--- src/rtl/cpc_rom_loader_if.sv ---
// ---------------------------------------------------------------------------
// cpc_rom_loader_if
// Bundles the HPS ioctl download stream and the SDRAM boot-write port used by
// cpc_rom_loader.
//   master : download source / SDRAM side (drives ioctl_*, receives boot_*)
//   slave  : the loader (receives ioctl_*, drives ioctl_wait and boot_*)
// Signals:
//   ioctl_download  download active
//   ioctl_wr        byte strobe
//   ioctl_addr      byte offset in file
//   ioctl_dout      byte data
//   ioctl_index     0 = boot ROM set, nonzero = expansion ROM
//   ioctl_file_ext  last two extension chars, ASCII, [15:8] first
//   ioctl_wait      stall back to the HPS
//   boot_wr         SDRAM write request
//   boot_a          SDRAM byte address, [22] = upper-ROM region
//   boot_bank       SDRAM bank
//   boot_dout       SDRAM write data
// ---------------------------------------------------------------------------
interface cpc_rom_loader_if;
  logic        ioctl_download;
  logic        ioctl_wr;
  logic [24:0] ioctl_addr;
  logic [7:0]  ioctl_dout;
  logic [7:0]  ioctl_index;
  logic [15:0] ioctl_file_ext;
  logic        ioctl_wait;
  logic        boot_wr;
  logic [22:0] boot_a;
  logic [1:0]  boot_bank;
  logic [7:0]  boot_dout;

  modport master (
    output ioctl_download, ioctl_wr, ioctl_addr, ioctl_dout, ioctl_index,
           ioctl_file_ext,
    input  ioctl_wait, boot_wr, boot_a, boot_bank, boot_dout
  );

  modport slave (
    input  ioctl_download, ioctl_wr, ioctl_addr, ioctl_dout, ioctl_index,
           ioctl_file_ext,
    output ioctl_wait, boot_wr, boot_a, boot_bank, boot_dout
  );
endinterface

--- src/rtl/cpc_rom_loader.sv ---
// ---------------------------------------------------------------------------
// cpc_rom_loader
// Turns the HPS ioctl byte stream into SDRAM byte writes paced by ce_ref,
// maps boot and expansion ROM images onto their SDRAM pages, and keeps a
// 256-bit "upper ROM present" map for the memory read mux.
// Ports:
//   clk_sys      system clock
//   reset        synchronous active-high reset (power-on / user only)
//   ce_ref       SDRAM reference strobe, one clk_sys wide
//   bus          ioctl download + SDRAM boot-write port (slave side)
//   map_addr     upper ROM number being looked up
//   rom_present  map[map_addr], one cycle latency
// ---------------------------------------------------------------------------
module cpc_rom_loader #(
  parameter logic [8:0] MF2_PAGE = 9'h1FF,
  parameter logic [8:0] BAD_PAGE = 9'h1EE
) (
  input  logic                   clk_sys,
  input  logic                   reset,
  input  logic                   ce_ref,
  cpc_rom_loader_if.slave        bus,
  input  logic [7:0]             map_addr,
  output logic                   rom_present
);

  typedef enum logic [1:0] {IDLE, ARM, WRITE} state_t;

  state_t       state_q;
  logic [8:0]   page_q;
  logic         combo_q;
  logic         dl_q;
  logic         dual_q;
  logic         wait_q;
  logic         wr_q;
  logic [22:0]  a_q;
  logic [1:0]   bank_q;
  logic [7:0]   dout_q;
  logic [255:0] map_q;
  logic         present_q;

  // Hex digit decode: {valid, nibble}.
  function automatic logic [4:0] hex_nib(input logic [7:0] c);
    logic [7:0] d;
    if (c >= 8'h30 && c <= 8'h39) begin
      d = c - 8'h30;
      return {1'b1, d[3:0]};
    end else if (c >= 8'h41 && c <= 8'h46) begin
      d = c - 8'h37;
      return {1'b1, d[3:0]};
    end
    return 5'd0;
  endfunction

  // Expansion page selection from the file extension.
  logic [4:0] hi_nib_d;
  logic [4:0] lo_nib_d;
  logic [8:0] ext_page_d;
  logic       ext_combo_d;
  logic       latch_page_d;
  logic [8:0] page_d;

  // NOTE: every always_comb output gets a default first so no latch is inferred.
  always_comb begin
    hi_nib_d    = hex_nib(bus.ioctl_file_ext[15:8]);
    lo_nib_d    = hex_nib(bus.ioctl_file_ext[7:0]);
    ext_page_d  = BAD_PAGE;
    ext_combo_d = 1'b0;
    if (bus.ioctl_file_ext == 16'h5A5A) begin          // "ZZ"
      ext_page_d = 9'h000;
    end else if (bus.ioctl_file_ext == 16'h5A30) begin // "Z0"
      ext_page_d  = 9'h000;
      ext_combo_d = 1'b1;
    end else begin
      if (hi_nib_d[4]) ext_page_d[7:4] = hi_nib_d[3:0];
      if (lo_nib_d[4]) ext_page_d[3:0] = lo_nib_d[3:0];
      ext_page_d[8] = 1'b1;
    end
  end

  assign latch_page_d = bus.ioctl_download & ~dl_q & (bus.ioctl_index != 8'd0);
  // A byte arriving on the very cycle the download starts must already see
  // the new page.
  assign page_d = latch_page_d ? ext_page_d : page_q;

  // Target address / bank of the incoming byte.
  logic [10:0] blk_d;
  logic [8:0]  boot_page_d;
  logic [7:0]  upper_pg_d;
  logic [22:0] req_a_d;
  logic [1:0]  req_bank_d;
  logic        req_dual_d;
  logic        req_ok_d;

  assign blk_d      = bus.ioctl_addr[24:14];
  assign upper_pg_d = page_d[7:0] + bus.ioctl_addr[21:14];  // wraps mod 256

  always_comb begin
    boot_page_d = 9'h000;
    req_a_d     = '0;
    req_bank_d  = 2'd0;
    req_dual_d  = 1'b0;
    req_ok_d    = 1'b1;
    if (bus.ioctl_index == 8'd0) begin
      case (blk_d[1:0])
        2'd0:    boot_page_d = 9'h000;
        2'd1:    boot_page_d = 9'h100;
        2'd2:    boot_page_d = 9'h107;
        default: boot_page_d = MF2_PAGE;
      endcase
      req_ok_d   = (blk_d[10:3] == 8'd0);
      req_a_d    = {boot_page_d, bus.ioctl_addr[13:0]};
      req_bank_d = {1'b0, blk_d[2]};
    end else begin
      req_a_d    = {page_d[8], upper_pg_d, bus.ioctl_addr[13:0]};
      req_dual_d = (bus.ioctl_index[7:6] == 2'b01) || (bus.ioctl_index[5:0] != 6'd0);
      req_bank_d = req_dual_d ? 2'd0 : {1'b0, &bus.ioctl_index[7:6]};
    end
  end

  // NOTE: sequential state uses non-blocking assignments only, so every
  // register samples pre-edge values regardless of statement order.
  always_ff @(posedge clk_sys) begin
    if (reset) begin
      state_q <= IDLE;
      page_q  <= 9'h000;
      combo_q <= 1'b0;
      dl_q    <= 1'b0;
      dual_q  <= 1'b0;
      wait_q  <= 1'b0;
      wr_q    <= 1'b0;
      a_q     <= '0;
      bank_q  <= 2'd0;
      dout_q  <= 8'd0;
      // NOTE: the map is a flop vector, not RAM, because the read mux needs
      // every slot to read absent straight after reset.
      map_q   <= '0;
    end else begin
      dl_q <= bus.ioctl_download;
      if (latch_page_d) begin
        page_q  <= ext_page_d;
        combo_q <= ext_combo_d;
      end
      case (state_q)
        IDLE: begin
          // Bytes outside the boot set are dropped without stalling.
          if (bus.ioctl_download && bus.ioctl_wr && req_ok_d) begin
            a_q     <= req_a_d;
            bank_q  <= req_bank_d;
            dout_q  <= bus.ioctl_dout;
            dual_q  <= req_dual_d;
            wait_q  <= 1'b1;
            state_q <= ARM;
          end
        end
        ARM: begin
          if (ce_ref) begin
            wr_q    <= 1'b1;
            state_q <= WRITE;
          end
        end
        WRITE: begin
          if (ce_ref) begin
            if (dual_q && bank_q == 2'd0) begin
              bank_q <= 2'd1;
            end else begin
              wr_q    <= 1'b0;
              wait_q  <= 1'b0;
              state_q <= IDLE;
              if (a_q[22]) map_q[a_q[21:14]] <= 1'b1;
              // Combo image: after the lower ROM half, jump to page 0x1FF so
              // the wrapping add lands the rest at upper pages 0x00, 0x01, ...
              if (combo_q && a_q[13:0] == 14'h3FFF) begin
                combo_q <= 1'b0;
                page_q  <= 9'h1FF;
              end
            end
          end
        end
        default: state_q <= IDLE;
      endcase
    end
  end

  always_ff @(posedge clk_sys) begin
    if (reset) present_q <= 1'b0;
    else       present_q <= map_q[map_addr];
  end

  assign bus.ioctl_wait = wait_q;
  assign bus.boot_wr    = wr_q;
  assign bus.boot_a     = a_q;
  assign bus.boot_bank  = bank_q;
  assign bus.boot_dout  = dout_q;
  assign rom_present    = present_q;

endmodule

--- src/flat_wrapper.sv ---
// flat-port wrapper written by rule: the top's interface ports become plain ports
module cpc_rom_loader_flat 
#(
  parameter logic [8:0] MF2_PAGE = 9'h1FF,
  parameter logic [8:0] BAD_PAGE = 9'h1EE
)
  (clk_sys, reset, ce_ref, map_addr, rom_present, bus_ioctl_download, bus_ioctl_wr, bus_ioctl_addr, bus_ioctl_dout, bus_ioctl_index, bus_ioctl_file_ext, bus_ioctl_wait, bus_boot_wr, bus_boot_a, bus_boot_bank, bus_boot_dout);
  cpc_rom_loader_if bus_i ();
  input  logic clk_sys;
  input  logic reset;
  input  logic ce_ref;
  input  logic [7:0] map_addr;
  output logic rom_present;
  input wire logic [$bits(bus_i.ioctl_download)-1:0] bus_ioctl_download;
  input wire logic [$bits(bus_i.ioctl_wr)-1:0] bus_ioctl_wr;
  input wire logic [$bits(bus_i.ioctl_addr)-1:0] bus_ioctl_addr;
  input wire logic [$bits(bus_i.ioctl_dout)-1:0] bus_ioctl_dout;
  input wire logic [$bits(bus_i.ioctl_index)-1:0] bus_ioctl_index;
  input wire logic [$bits(bus_i.ioctl_file_ext)-1:0] bus_ioctl_file_ext;
  output wire logic [$bits(bus_i.ioctl_wait)-1:0] bus_ioctl_wait;
  output wire logic [$bits(bus_i.boot_wr)-1:0] bus_boot_wr;
  output wire logic [$bits(bus_i.boot_a)-1:0] bus_boot_a;
  output wire logic [$bits(bus_i.boot_bank)-1:0] bus_boot_bank;
  output wire logic [$bits(bus_i.boot_dout)-1:0] bus_boot_dout;
  assign bus_i.ioctl_download = bus_ioctl_download;
  assign bus_i.ioctl_wr = bus_ioctl_wr;
  assign bus_i.ioctl_addr = bus_ioctl_addr;
  assign bus_i.ioctl_dout = bus_ioctl_dout;
  assign bus_i.ioctl_index = bus_ioctl_index;
  assign bus_i.ioctl_file_ext = bus_ioctl_file_ext;
  assign bus_ioctl_wait = bus_i.ioctl_wait;
  assign bus_boot_wr = bus_i.boot_wr;
  assign bus_boot_a = bus_i.boot_a;
  assign bus_boot_bank = bus_i.boot_bank;
  assign bus_boot_dout = bus_i.boot_dout;
  cpc_rom_loader #(.MF2_PAGE(MF2_PAGE), .BAD_PAGE(BAD_PAGE)) u_core (.clk_sys(clk_sys), .reset(reset), .ce_ref(ce_ref), .bus(bus_i), .map_addr(map_addr), .rom_present(rom_present));
endmodule
--- config.mk ---
export PLATFORM = sky130hd
export DESIGN_NAME = cpc_rom_loader_flat
export DESIGN_NICKNAME = d
export VERILOG_FILES = /design/src/rtl/cpc_rom_loader_if.sv /design/src/rtl/cpc_rom_loader.sv /design/src/flat_wrapper.sv
export SDC_FILE = /design/constraint.sdc
export NUM_CORES = 1
export LEC_CHECK = 0
export CAP_MARGIN = 20
export CORE_ASPECT_RATIO = 0.5
export CORE_MARGIN = 2
export CORE_UTILIZATION = 45
export DETAILED_ROUTE_END_ITERATION = 16
export DONT_BUFFER_PORTS = 1
export PLACE_DENSITY = 0.64
export SYNTH_ARGS = -nofsm -noshare
export SYNTH_HDL_FRONTEND = slang
export SYNTH_SLANG_ARGS = --single-unit
export TNS_END_PERCENT = 10
--- constraint.sdc ---
create_clock -name clk_sys -period 11.2 [get_ports clk_sys]
set_input_delay 2.24 -clock clk_sys [delete_from_list [all_inputs] [get_ports clk_sys]]
set_output_delay 2.24 -clock clk_sys [all_outputs]
set_load 0.05 [all_outputs]
==> impl_results.md <==
- Result of the run: completed
- DR WL/cell: 19.0 um
- Post-synth top area cell: sky130_fd_sc_hd__dfxtp_1
- Summed instance area of the synthesized netlist: 12700 sq um
- Number of enable-type register cells in the synthesized netlist: 0
- Part of the total power dissipated in combinational logic: 4.8%
- DR vias: 10262
- Number of resized instances in the post-cts repair step: 0
- Count of port buffers added during placement: 0
- Post-synth top area share: 47.9%
- Post-route clock skew: 0.00813 ns
- First-pass GRT wire length: 53000 um
- Sum of internal, switching and leakage power: 0.00223 W
- Number of standard-cell rows in the floorplan: 43
- Synth Area in Adders: 1.73%
- Number of failing setup endpoints in the final timing report: 0
- Number of flip-flops and latches in the synthesized netlist: 305
- Routability Congestion: 0.858
- Tot GR Track Use: 22.3%
- Critical path data arrival time: 5.68 ns
- Leakage component of the power: 5.08 nW
- Number of clock buffers inserted by TritonCTS: 27
- Residual overflow from global routing: 0
- Clock slew at the register clock pins of the worst setup and hold paths: 0.07 ns
- Total power density per cell area: 160 nW/um^2
- Normalized max-slew margin: 26.2%
- Area of combinational cells with multiple inputs: 6150 sq um
- Final count of pins violating max slew: 0
- Antenna violations before repair: 0
- Die area: 29800 sq um
- Number of standard cells after synthesis: 1422
- Clock insertion delay at the later pin of the skew report: 0.55 ns
- Die boundary height: 123 um
- Cell-internal power: 0.00173 W
- Detailed-route vias per instance: 5.81
- Main combinational cell family by area after synthesis: simple AND/OR/NAND/NOR gates
- Largest net degree at the start of global routing: 306
- Predominant post-synthesis flop cell: sky130_fd_sc_hd__dfxtp_1
- CTS tree: built
- DIE WIDTH: 242 um
- Final Hold Viols: 0
- Count of routing violations after the opening detailed-route iteration: 1111
- DRT met1 WL: 15300 um
- Final sum of negative setup slack: 0 ns
- Fraction of synthesized area in multiplexers: 11.7%
- Maximum root-to-sink buffer count: 3
- DP HPWL: 21000 um
- Number of clock sinks: 305
- Most repeated cell in the gate-level netlist after synthesis: sky130_fd_sc_hd__nor2_1
- Post-CTS Hold Fix Bufs: 0
- Kind of path behind the tightest hold check: register to register
- Critical setup path kind: primary input to register
- Top-level port count: 106
- Library cell contributing the largest single delay on the critical path: sky130_fd_sc_hd__or4_4
- Peak ir drop on the vdd network: 79.9 uV
- Antenna diode count: 0
- Cell variety after synth: 63
- XOR/XNOR Fraction of Synth Area: 0.393%
- Post-route fraction of the period consumed by the critical path: 46.9%
- Routed met2 length: 15000 um
- Clock Tree Root: sky130_fd_sc_hd__clkbuf_16
- Max Freq: 190 MHz
- Simple-gate portion of the synthesized area: 17.3%
- Cell chain of the critical path: or4_4 > o311ai_4 > o21bai_2 > nor2_1 > a21oi_1 > inv_1 > ha_1 > a21o_1 > a21oi_1 > o21ai_0 > o41ai_1 > xor3_1 > a21oi_1 > nor3_2
- Worst setup SP type: primary input
- # Post-CTS Setup Buffers: 0
- Residual DRC count: 0
- Setup repair after global routing missed its margin: false
- Share of layout cells above drive strength 1: 11.7%
- Number of warnings issued by yosys: 0
- Switching fraction of total power: 22.3%
- Synthesized area per cell: 8.96 sq um
- Starting Density: 45.9%
- Area added between synthesis and finish: 9.56%
- Max-cap violation count: 0
- Crit path top cell by count: sky130_fd_sc_hd__a21oi_1
- Worst path max stage delay: 0.55 ns
- Commonest cells post-synth: sky130_fd_sc_hd__nor2_1 (315), sky130_fd_sc_hd__dfxtp_1 (305), sky130_fd_sc_hd__a21oi_1 (302)
- DRT Wirelength: 33500 um
- Required time of the critical path: 11.63 ns
- Detailed-router iteration count before antenna repair: 7
- Proportion of synthesized chip area in sequential cells: 47.9%
- Total core area: 27800 sq um
- Post-layout minimum cycle time: 5.25 ns
- Highest metal layer with signal wires: met4
- Share of synthesized flip-flops with an asynchronous set or reset: 0%
- Antenna Nets Post-Route: 0
- Area fraction in compound gates after synthesis: 16.5%
- Filler cell count: 2522
- Number of buffer and inverter stages on the critical path: 1
- Transition time at the pin with the least slew margin: 1.10 ns
- Maximum level of the CTS H-tree: 1
- Element type at the critical path end: register
- Number of global-route vias before repair: 9675
- Sequential fraction of design power: 50.4%
- Family with the most delay on the worst path: compound AO/OA/AOI/OAI gates
- Worst-path maximum fanout: 13
- Power spent charging and discharging nets: 0.000498 W
- Storage element area: 6110 sq um
- Syn_nets: 1509
- Wire length on met3: 2420 um
- Part of the power in the clock network: 44.9%
- Top cells by area, synth: sky130_fd_sc_hd__dfxtp_1 (48%), sky130_fd_sc_hd__a21oi_1 (12%), sky130_fd_sc_hd__mux4_2 (10%)
- Fin nets: 1453
[registers in the layout (all words and copies together), names as in the netlist]
signal	count
u_core.bus.boot_a	23
u_core.bus.boot_wr	1
u_core.bus.boot_bank	1
u_core.rom_present	1
u_core.map_q	256
u_core.page_q	9
u_core.dl_q	1
u_core.dual_q	1
u_core.bus.ioctl_wait	1
u_core.combo_q	1
u_core.bus.boot_dout	8
u_core.state_q	2
[metrics by stage]
stage                     hold slack (ns)  area, sq um  cells  worst slack (ns)  utilization [%]
after CTS                           0.466        13900   1761              5.96             50.1
final                               0.461        14000   1767              5.95             50.3
after global placement              0.442        12900   1711              5.44             46.5
after global routing                0.483        14000   1767              5.71             50.3
after detailed placement            0.451        12900   1713              5.38             46.6
after floorplan                     0.431        12700   1422              5.92                -
[final cells by class]
type	count	area share, %
Tap cell	382	3.42
Inverter	16	0.430
Multi-Input combinational cell	992	44.1
Clock buffer	36	5.51
Sequential cell	305	43.7
Clock inverter	12	1.37
Timing Repair Buffer	24	1.48
[layout by cell type, fill, tap and decap left out, types with 3 or more instances in the layout]
master,n
sky130_fd_sc_hd__clkbuf_1,3
sky130_fd_sc_hd__a211oi_1,6
sky130_fd_sc_hd__nand4_1,6
sky130_fd_sc_hd__nor2_1,312
sky130_fd_sc_hd__or3_1,6
sky130_fd_sc_hd__inv_1,15
sky130_fd_sc_hd__clkbuf_16,27
sky130_fd_sc_hd__a22oi_1,9
sky130_fd_sc_hd__bufinv_16,5
sky130_fd_sc_hd__xnor2_1,3
sky130_fd_sc_hd__clkbuf_8,6
sky130_fd_sc_hd__buf_4,18
sky130_fd_sc_hd__mux2i_1,12
sky130_fd_sc_hd__nand3_1,12
sky130_fd_sc_hd__nor2b_1,7
sky130_fd_sc_hd__a21oi_1,302
sky130_fd_sc_hd__nand3b_1,3
sky130_fd_sc_hd__o22ai_1,11
sky130_fd_sc_hd__nand2b_1,15
sky130_fd_sc_hd__and4b_1,3
sky130_fd_sc_hd__and2_1,3
sky130_fd_sc_hd__nor3_2,9
sky130_fd_sc_hd__nor4_1,3
sky130_fd_sc_hd__nor3b_1,5
sky130_fd_sc_hd__buf_6,5
sky130_fd_sc_hd__or2_2,4
sky130_fd_sc_hd__nand2_1,80
sky130_fd_sc_hd__o21ai_0,15
sky130_fd_sc_hd__clkinv_2,5
sky130_fd_sc_hd__mux2_2,4
sky130_fd_sc_hd__a31oi_1,7
sky130_fd_sc_hd__nor2_2,3
sky130_fd_sc_hd__ha_1,16
sky130_fd_sc_hd__mux4_2,59
sky130_fd_sc_hd__o21ba_2,7
sky130_fd_sc_hd__and3_1,7
sky130_fd_sc_hd__dfxtp_1,305
sky130_fd_sc_hd__nor3_1,29
[final timing paths]
path	slack (ns)	from	cells past startpoint	end
hold reg to reg	0.46	u_core.map_q[106]	2	u_core.map_q[106]
setup reg to reg	8.23	u_core.bus.boot_bank[0]	6	u_core.map_q[16]
setup / recovery	5.95	bus_ioctl_index[1]	14	u_core.bus.boot_a[21]
hold / removal	0.46	u_core.map_q[106]	2	u_core.map_q[106]
[layer usage]
metal / global-route usage (%) / vias to the layer above
met5: 0 / -
met2: 36.2 / 396
met1: 31.1 / 4964
met3: 4.06 / 60
li1: - / 4842
met4: 5.83 / 0
[power groups by stage]
stage | Combinational (W) | Sequential (W) | Clock (W)
finish | 0.000106 | 0.00112 | 0.00100
global route | 0.000117 | 0.00112 | 0.00106
CTS | 0.000104 | 0.00112 | 0.00102
detailed placement | 0.000104 | 0.00115 | 0
global placement | 0.000101 | 0.00115 | 0
floorplan | 0.000107 | 0.00115 | 0
[tightest hold or removal path, cell delays in order (launching register included)]
cell                      delay [ns]
sky130_fd_sc_hd__dfxtp_1        0.32
sky130_fd_sc_hd__a21oi_1        0.04
sky130_fd_sc_hd__nor2_1         0.07
[cell families (layout without fill, tap and decap cells)]
family | count (synthesis) | after routing
adders and majority gates | 17 | 17
buffers and inverters | 125 | 88
other | 1 | 1
and+or+nand+nor | 515 | 515
muxes | 75 | 75
xor gates and xnor gates | 4 | 4
DFF | 305 | 305
AOI/OAI and AO/OA | 380 | 380
Note: power is estimated with default switching activity, not from simulation.
